## src/rtl/ser_sched_pkg.sv

```systemverilog
// Shared types for the serializer scheduler.
package ser_sched_pkg;

  typedef enum logic [1:0] {
    StIdle   = 2'd0,
    StStream = 2'd1,
    StWait   = 2'd2
  } state_e;

endpackage

```

## src/rtl/serializer_scheduler_if.sv

```systemverilog
// Handshake/qualifier bundle between upstream, scheduler and downstream.
// Optional abort input is present when SER_SCHED_ABORT_EN is defined.
interface serializer_scheduler_if #(
  parameter int unsigned INPUT_SIZE = 8,
  parameter int unsigned PASS_W     = 8
);
  localparam int unsigned IDX_W = $clog2(INPUT_SIZE);

  logic              vec_valid;
  logic              vec_ready;
  logic [PASS_W-1:0] num_passes;
  logic              pass_ready;
  logic              ser_update;
  logic              ser_valid;
  logic [IDX_W-1:0]  ser_index;
  logic              ser_first;
  logic              ser_last;
  logic [PASS_W-1:0] pass_idx;
  logic              done;
  logic              busy;
`ifdef SER_SCHED_ABORT_EN
  logic              abort;

  modport master (
    output vec_valid, num_passes, pass_ready, abort,
    input  vec_ready, ser_update, ser_valid, ser_index, ser_first, ser_last,
    input  pass_idx, done, busy
  );

  modport slave (
    input  vec_valid, num_passes, pass_ready, abort,
    output vec_ready, ser_update, ser_valid, ser_index, ser_first, ser_last,
    output pass_idx, done, busy
  );
`else
  modport master (
    output vec_valid, num_passes, pass_ready,
    input  vec_ready, ser_update, ser_valid, ser_index, ser_first, ser_last,
    input  pass_idx, done, busy
  );

  modport slave (
    input  vec_valid, num_passes, pass_ready,
    output vec_ready, ser_update, ser_valid, ser_index, ser_first, ser_last,
    output pass_idx, done, busy
  );
`endif

endinterface

```

## src/rtl/mod_counter.sv

```systemverilog
// Wrap counter: counts 0..Modulus-1 while enabled; clr has priority over en.
module mod_counter #(
  parameter int unsigned Modulus = 8,
  parameter int unsigned Width   = 3
) (
  input  logic             clk,
  input  logic             rst,
  input  logic             clr,
  input  logic             en,
  output logic [Width-1:0] count
);

  localparam logic [Width-1:0] MaxCount = Width'(Modulus - 1);

  logic [Width-1:0] count_q, count_d;

  always_comb begin
    count_d = count_q;
    if (clr) begin
      count_d = '0;
    end else if (en) begin
      count_d = (count_q == MaxCount) ? '0 : count_q + Width'(1);
    end
  end

  always_ff @(posedge clk) begin
    if (rst) begin
      count_q <= '0;
    end else begin
      count_q <= count_d;
    end
  end

  assign count = count_q;

endmodule

```

## src/rtl/serializer_scheduler.sv

```systemverilog
// Sequences a rotating Serializer: one load per vector, replayed for N passes.
// Define SER_SCHED_ABORT_EN to add an abort input that drops the current job.
module serializer_scheduler
  import ser_sched_pkg::*;
#(
  parameter int unsigned INPUT_SIZE = 8,
  parameter int unsigned PASS_W     = 8
) (
  input logic                   clk,
  input logic                   rst,
  serializer_scheduler_if.slave bus
);

  localparam int unsigned IDX_W = $clog2(INPUT_SIZE);
  localparam logic [IDX_W-1:0] LastPhase = IDX_W'(INPUT_SIZE - 1);

  state_e            state_q, state_d;
  logic [PASS_W-1:0] pass_idx_q, pass_idx_d;
  logic [PASS_W-1:0] passes_q, passes_d;
  logic              done_q, done_d;
  logic [IDX_W-1:0]  phase;
  logic              phase_last;
  logic              final_beat;
  logic              accept;
  logic              abort_req;

`ifdef SER_SCHED_ABORT_EN
  assign abort_req = bus.abort & (state_q != StIdle);
`else
  assign abort_req = 1'b0;
`endif

  assign phase_last = (phase == LastPhase);
  assign final_beat = (state_q == StStream) & phase_last &
                      (pass_idx_q == passes_q - PASS_W'(1));

  // A new vector may only land where the serializer is free to be reloaded.
  assign bus.vec_ready  = ~rst & ~abort_req & bus.pass_ready &
                          ((state_q == StIdle) | final_beat);
  assign accept         = bus.vec_valid & bus.vec_ready;
  assign bus.ser_update = accept;

  // Phase mirrors the serializer rotation, so it must keep running through bubbles.
  mod_counter #(
    .Modulus (INPUT_SIZE),
    .Width   (IDX_W)
  ) u_phase (
    .clk   (clk),
    .rst   (rst),
    .clr   (accept),
    .en    (state_q != StIdle),
    .count (phase)
  );

  always_comb begin
    state_d    = state_q;
    pass_idx_d = pass_idx_q;
    passes_d   = passes_q;
    done_d     = 1'b0;

    unique case (state_q)
      StIdle: begin
        state_d = StIdle;
      end
      StStream: begin
        if (phase_last) begin
          if (final_beat) begin
            done_d  = 1'b1;
            state_d = StIdle;
          end else begin
            pass_idx_d = pass_idx_q + PASS_W'(1);
            state_d    = bus.pass_ready ? StStream : StWait;
          end
        end
      end
      StWait: begin
        if (phase_last && bus.pass_ready) begin
          state_d = StStream;
        end
      end
      default: state_d = StIdle;
    endcase

    if (accept) begin
      state_d    = StStream;
      pass_idx_d = '0;
      passes_d   = (bus.num_passes == '0) ? PASS_W'(1) : bus.num_passes;
    end

    if (abort_req) begin
      state_d    = StIdle;
      pass_idx_d = pass_idx_q;
      done_d     = 1'b0;
    end
  end

  always_ff @(posedge clk) begin
    if (rst) begin
      state_q    <= StIdle;
      pass_idx_q <= '0;
      passes_q   <= PASS_W'(1);
      done_q     <= 1'b0;
    end else begin
      state_q    <= state_d;
      pass_idx_q <= pass_idx_d;
      passes_q   <= passes_d;
      done_q     <= done_d;
    end
  end

  assign bus.ser_valid = (state_q == StStream);
  assign bus.ser_index = phase;
  assign bus.ser_first = bus.ser_valid & (phase == '0);
  assign bus.ser_last  = bus.ser_valid & phase_last;
  assign bus.pass_idx  = pass_idx_q;
  assign bus.done      = done_q;
  assign bus.busy      = (state_q != StIdle);

endmodule

```

## src/flat_wrapper.sv

```systemverilog
// flat-port wrapper written by rule: the top's interface ports become plain ports
module serializer_scheduler_flat import ser_sched_pkg::*;
#(
  parameter int unsigned INPUT_SIZE = 8,
  parameter int unsigned PASS_W     = 8
)
  (clk, rst, bus_vec_valid, bus_num_passes, bus_pass_ready, bus_vec_ready, bus_ser_update, bus_ser_valid, bus_ser_index, bus_ser_first, bus_ser_last, bus_pass_idx, bus_done, bus_busy);
  serializer_scheduler_if #(.INPUT_SIZE(INPUT_SIZE), .PASS_W(PASS_W)) bus_i ();
  input logic clk;
  input logic rst;
  input wire logic [$bits(bus_i.vec_valid)-1:0] bus_vec_valid;
  input wire logic [$bits(bus_i.num_passes)-1:0] bus_num_passes;
  input wire logic [$bits(bus_i.pass_ready)-1:0] bus_pass_ready;
  output wire logic [$bits(bus_i.vec_ready)-1:0] bus_vec_ready;
  output wire logic [$bits(bus_i.ser_update)-1:0] bus_ser_update;
  output wire logic [$bits(bus_i.ser_valid)-1:0] bus_ser_valid;
  output wire logic [$bits(bus_i.ser_index)-1:0] bus_ser_index;
  output wire logic [$bits(bus_i.ser_first)-1:0] bus_ser_first;
  output wire logic [$bits(bus_i.ser_last)-1:0] bus_ser_last;
  output wire logic [$bits(bus_i.pass_idx)-1:0] bus_pass_idx;
  output wire logic [$bits(bus_i.done)-1:0] bus_done;
  output wire logic [$bits(bus_i.busy)-1:0] bus_busy;
  assign bus_i.vec_valid = bus_vec_valid;
  assign bus_i.num_passes = bus_num_passes;
  assign bus_i.pass_ready = bus_pass_ready;
  assign bus_vec_ready = bus_i.vec_ready;
  assign bus_ser_update = bus_i.ser_update;
  assign bus_ser_valid = bus_i.ser_valid;
  assign bus_ser_index = bus_i.ser_index;
  assign bus_ser_first = bus_i.ser_first;
  assign bus_ser_last = bus_i.ser_last;
  assign bus_pass_idx = bus_i.pass_idx;
  assign bus_done = bus_i.done;
  assign bus_busy = bus_i.busy;
  serializer_scheduler #(.INPUT_SIZE(INPUT_SIZE), .PASS_W(PASS_W)) u_core (.clk(clk), .rst(rst), .bus(bus_i));
endmodule
```

## config.mk

```make
export PLATFORM = sky130hd
export DESIGN_NAME = serializer_scheduler_flat
export DESIGN_NICKNAME = d
export VERILOG_FILES = /design/src/rtl/ser_sched_pkg.sv /design/src/rtl/serializer_scheduler_if.sv /design/src/rtl/mod_counter.sv /design/src/rtl/serializer_scheduler.sv /design/src/flat_wrapper.sv
export SDC_FILE = /design/constraint.sdc
export NUM_CORES = 1
export LEC_CHECK = 0
export ABC_AREA = 1
export BUFFER_PORTS_ARGS = -buffer_cell sky130_fd_sc_hd__buf_2
export CAP_MARGIN = 30
export CORE_AREA = 2 2 73 89
export CTS_CLUSTER_SIZE = 12
export DETAILED_ROUTE_END_ITERATION = 16
export DIE_AREA = 0 0 75 91
export PLACE_DENSITY_LB_ADDON = 0.3
export SETUP_SLACK_MARGIN = 0.1
export SLEW_MARGIN = 20
export SYNTH_ARGS = -nofsm -noshare
export SYNTH_HDL_FRONTEND = slang
export SYNTH_SLANG_ARGS = --single-unit
```

## constraint.sdc

```tcl
create_clock -name clk -period 2.5 [get_ports clk]
set_input_delay 0.25 -clock clk [delete_from_list [all_inputs] [get_ports clk]]
set_output_delay 0.25 -clock clk [all_outputs]
set_load 0.1 [all_outputs]
```

# After elaboration in Yosys (flattened, before gate mapping)
# Cells that the tools add are included.
# Widths: inputs -> output; s select.
[classes] addsub=3 eq_ne=8 mux=9 n_bitwise=11 reduce_logical=10
[op_table] op="$add 8x1->8 const B" n=1
[op_table] op="$eq 8x8->1" n=1
[op_table] op="$logic_not 8->1" n=1
[op_table] op="$mux 2" n=4
[op_table] op="$mux 8" n=1
[op_table] op="$sub 8x1->8 const B" n=1
[op_table] op="$and 1x1->1" n=6
[op_table] op="$not 1->1" n=4
[op_table] op="$pmux 2 s2" n=1
[op_table] op="$reduce_and 2->1" n=2
[op_table] op="$add 3x1->3 const B" n=1
[op_table] op="$eq 3x3->1 const B" n=1
[op_table] op="$logic_not 3->1" n=1
[op_table] op="$mux 3" n=1
[op_table] op="$ne 3x2->1 const B" n=1
[op_table] op="$ne 3x3->1 const B" n=1
[op_table] op="$reduce_and 3->1" n=1
[op_table] op="$reduce_or 3->1" n=1
[op_table] op="$eq 2x1->1 const B" n=1
[op_table] op="$eq 2x2->1 const B" n=1
[op_table] op="$logic_not 2->1" n=1
[op_table] op="$mux 1" n=2
[op_table] op="$ne 2x1->1 const B" n=1
[op_table] op="$ne 2x2->1 const B" n=1
[op_table] op="other kinds (4)" n=4
[word_totals] ff_bits=22 input_bits=12 out_inout_bits=18 wordCells=47

# Depth between registers and ports, before layout
[logic_depth] depth_word=8 ltp_mapped=17 mapped_depth_nobuf=16

# By module
# From an unflattened synthesis, not the netlist that was laid out.
[hier_totals] hier_cells=216 hier_area_um2=1383.8
[modules_own_cells] mod="serializer_scheduler" n_inst=1 cells_per_inst=197 area_each_um2=1241.2 seq_area_each_um2=380.4
[modules_own_cells] mod="mod_counter" n_inst=1 cells_per_inst=19 area_each_um2=142.6 seq_area_each_um2=60.1

# Worst setup path before layout
# OpenSTA, ideal clock, no wires.
[synth_path] path_type="flip-flop to output port" from="reg u_core.pass_idx_q[4] (netlist: u_core.bus.pass_idx[4])" to="out bus_vec_ready" t_arrival_ns=3.150 required_time_ns=2.250 setup_slack_ns=-0.900 path_stages_with_launch=13 n_path_buf=0 path_cell_list="dfxtp_1 > nand2_1 > clkinv_1 > nor2_1 > nand2_1 > nand3_1 > nor2_1 > nand2_1 > nor2_2 > nand3_2 > nand2_2 > nand2_1 > nor2_1"
[synth_between] elab_chain_len=4
[synth_lines] element="start: declaration" line_no="serializer_scheduler.sv:18" rtl="logic [PASS_W-1:0] pass_idx_q, pass_idx_d;"
[synth_lines] element="start signal: assignment" line_no="serializer_scheduler.sv:105" rtl="pass_idx_q <= pass_idx_d;"
[synth_lines] element="$eq 8x8->1" line_no="serializer_scheduler.sv:35" rtl="(pass_idx_q == passes_q - PASS_W'(1));"
[synth_lines] element="$and 1x1->1" line_no="serializer_scheduler.sv:34" rtl="assign final_beat = (state_q == StStream) & phase_last &"
[synth_lines] element="$or 1x1->1" line_no="serializer_scheduler.sv:39" rtl="((state_q == StIdle) | final_beat);"
[synth_lines] element="$and 1x1->1" line_no="serializer_scheduler.sv:38" rtl="assign bus.vec_ready = ~rst & ~abort_req & bus.pass_ready &"
[synth_lines] element="end: declaration" line_no="flat_wrapper.sv:14" rtl="output wire logic [$bits(bus_i.vec_ready)-1:0] bus_vec_ready;"
# No other way between the ends.

# Final worst setup path
[layout_path] from="reg u_core.passes_q[0]" to="out bus_ser_update"
[layout_between] elab_chain_len=6
[layout_lines] element="start: declaration" line_no="serializer_scheduler.sv:19" rtl="logic [PASS_W-1:0] passes_q, passes_d;"
[layout_lines] element="start signal: assignment" line_no="serializer_scheduler.sv:106" rtl="passes_q <= passes_d;"
[layout_lines] element="$sub 8x1->8" line_no="serializer_scheduler.sv:35"
[layout_lines] element="$eq 8x8->1" line_no="serializer_scheduler.sv:35"
[layout_lines] element="$and 1x1->1" line_no="serializer_scheduler.sv:34"
[layout_lines] element="$or 1x1->1" line_no="serializer_scheduler.sv:39"
[layout_lines] element="$and 1x1->1" line_no="serializer_scheduler.sv:38"
[layout_lines] element="$and 1x1->1" line_no="serializer_scheduler.sv:40" rtl="assign accept = bus.vec_valid & bus.vec_ready;"
[layout_lines] element="end: declaration" line_no="flat_wrapper.sv:15" rtl="output wire logic [$bits(bus_i.ser_update)-1:0] bus_ser_update;"
# No other way between the ends.

==> qor.yml <==
routing:
  drcViolationCount: 0
  firstDrtPassIters: 4
  drt_iter0_markers: 46
  ant_nets: 0
  drt-total-wl_um: 3630
  wl_per_cell_um: 10.3
  num_vias: 1492
  viasPerCell: 4.24
die:
  core-area_um2: 5930
  die_h_um: 91
  fp.dieArea_um2: 6830
  start_util: 0.243
  die_w_um: 75
  io_pins: 30
  rows: 31
setup_path:
  cp_max_fo: 4
  reg2reg_to: "u_core.passes_q[0]"
  r2r_cells: 17
  arrival_ns: 2.00
  end_kind: "primary output"
  ff2ff_setup_slack_ns: 0.45
  worstSetupStartpoint: "u_core.passes_q[0]"
  worst_ep_required_time_ns: 2.25
  r2r-start: "u_core.passes_q[0]"
  start_kind: "register"
  path_class: "register to primary output"
  crit_path_end: "bus_ser_update"
sta:
  rsz0062_at_grt: "yes"
  final_hold_viol_count: 0
  slew_headroom: 0.671
  clock_skew_ns: 0.00732
  setup_ws_ns: 0.247
  fmax_mhz: 444
  finalMaxSlewViolations: 0
  min_period_ns: 2.25
  fin_tns_setup_ns: 0
  setup_viol: 0
  tightestPinTransition_ns: 0.496
  fin_crit_sh: 0.901
finish:
  synthToLayoutAreaGrowth_pct: 29.9
  final-seq-area_um2: 457
  final_layout_size_suffix_gt1_frac: 0.296
  fillers: 655
  antenna_cells: 0
  num-nets-final: 291
  multiInputGateArea_um2: 881
place:
  place_ws_ns: 0.391
  io_buffer_count: 29
  dp_hpwl_um: 2860
  place.gp.congestion: 0.810
logic_synthesis:
  synth_edf_count: 0
  async_flop_share: 0
  synth.most_common_cell: "nand2_1"
  ys.flop_type: "dfxtp_1"
  ys_types: 23
  yosysTopAreaCellShare: 0.306
  yosys_register_bits: 22
  synth_commonest_cells: "nand2_1, nor2_1, inv_1"
  avgSynthCellArea_um2: 6.21
  synth_fp_nets: 252
  synth_area_leaders: "dfxtp_1, nand2_1, nor2_1, inv_1, ha_1"
  ys_seq_area_frac: 0.306
  yosysWarningCount: 0
  netlist_instances: 232
  yosysTopAreaCell: "dfxtp_1"
  syn_area_um2: 1440
clock_network:
  cts_hold_buf: 0
  cts_root_buf: "clkbuf_8"
  cts_sinks: 22
  htree_num_levels: 1
  cts_buffer_depth: 2
  clkTransAtPathRegs_ns: 0.08
  cts_tree: "built"
  cts-buffers-inserted: 3
  clock_latency_ns: 0.27
grt:
  grtUsageTotal: 0.114
  first_global_vias: 1437
  antenna_found_initial: 0
  grt_overflow: 0
  grt_pass1_wl_um: 6110
  grt_max_degree: 16
run:
  cap_viol_max_count: 0
status:
  status: "finished clean"
pwr:
  p_leak_nw: 0.905
  power_w: 0.000810
  p_per_area_nw_per_um2: 433
  ir_drop_uv: 142
min_path:
  hp-class: "primary input to register"
## layer usage
layer | share of wire | vias to the layer above | global-route usage
li1 | - | 795 | -
met1 | 0.42 | 674 | 0.130
met2 | 0.53 | 18 | 0.204
met3 | 0.029 | 5 | 0.0178
met4 | 0.016 | 0 | 0.0446
met5 | 0 | - | 0
## timing repair
action	4_1_cts	5_1_grt
endpoints found under the setup margin	2	2
gates resized for setup	2	8
pin swaps	4	5
cloned	0	0
setup buffers	3	3
## cell families (layout without fill, tap and decap cells)
| kind of cell | count (synthesis) | after routing | share of synthesized area |
|---|---|---|---|
| compound gates | 16 | 16 | 0.0599 |
| xor+xnor | 4 | 4 | 0.0243 |
| fa+ha+maj | 8 | 8 | 0.0694 |
| buf+inv | 39 | 77 | 0.109 |
| flops | 22 | 22 | 0.306 |
| simple gates | 143 | 143 | 0.431 |
## stage by stage
step                utilization  cells  cell area [um^2]  hold slack (ns)
finish                    0.315    352              1870            0.224
floorplan                     -    232              1470            0.322
global placement          0.293    342              1740            0.473
CTS                       0.306    349              1820            0.216
global route              0.315    352              1870            0.228
detailed placement        0.293    342              1740            0.475
## how the worst min path moves through the flow
stage	slack [ns]	start	to	depth (start not counted)
global route	0.23	bus_num_passes[4]	u_core.passes_q[4]	3
global placement	0.47	u_core.bus.pass_idx[6]	u_core.bus.pass_idx[6]	2
CTS	0.22	rst	u_core.state_q[0]	2
floorplan	0.32	rst	u_core.bus.done	1
detailed placement	0.47	u_core.bus.pass_idx[6]	u_core.bus.pass_idx[6]	2
finish	0.22	bus_num_passes[2]	u_core.passes_q[2]	3
## sequential cells by signal, indices dropped and copies added, names as in the netlist
name and cells:
u_core.bus.pass_idx 8, u_core.passes_q 8, u_core.u_phase.count 3, u_core.state_q 2, u_core.bus.done 1
## worst max-delay path, cell delays in order, from the launching register on
cell and delay (ns):
dfxtp_2 0.36, inv_4 0.05, ha_4 0.25, inv_1 0.03
nand2_1 0.05, nand2_1 0.04, nor2_1 0.07, nand2_1 0.05
nor2_1 0.08, nand2_1 0.07, nor2_2 0.12, nand3_2 0.11
nand2_4 0.09, nand3_4 0.09, clkinvlp_4 0.10, buf_12 0.16
## layout by cell type, fill, tap and decap left out, types with 2 or more instances in the layout
cell type | netlist | layout
a21oi_1 | 9 | 9
buf_12 | 0 | 2
buf_2 | 0 | 27
buf_4 | 1 | 8
clkbuf_8 | 0 | 4
dfxtp_1 | 22 | 9
dfxtp_2 | 0 | 13
ha_1 | 8 | 6
inv_1 | 32 | 30
inv_2 | 3 | 3
nand2_1 | 68 | 67
nand2_2 | 7 | 7
nand3_1 | 15 | 14
nand3_2 | 1 | 2
nand4_1 | 3 | 3
nor2_1 | 37 | 35
nor2_2 | 5 | 6
nor3_1 | 5 | 5
o21ai_0 | 5 | 5
xor2_1 | 4 | 4
## power breakdown
group          total, W  internal, W  switching [W]  leakage [nW]
registers      0.000368     0.000359     0.00000920         0.184
clock network  0.000264     0.000141       0.000123        0.0288
logic          0.000178    0.0000632       0.000115         0.692
## layout make-up
class,count,share of cell area
timing repair buffer,37,0.126
clock buffer,4,0.0294
inverter,36,0.0755
multi-input combinational,171,0.471
sequential,22,0.244
tap,82,0.0548
No activity file was read; power rests on OpenSTA's default activity.
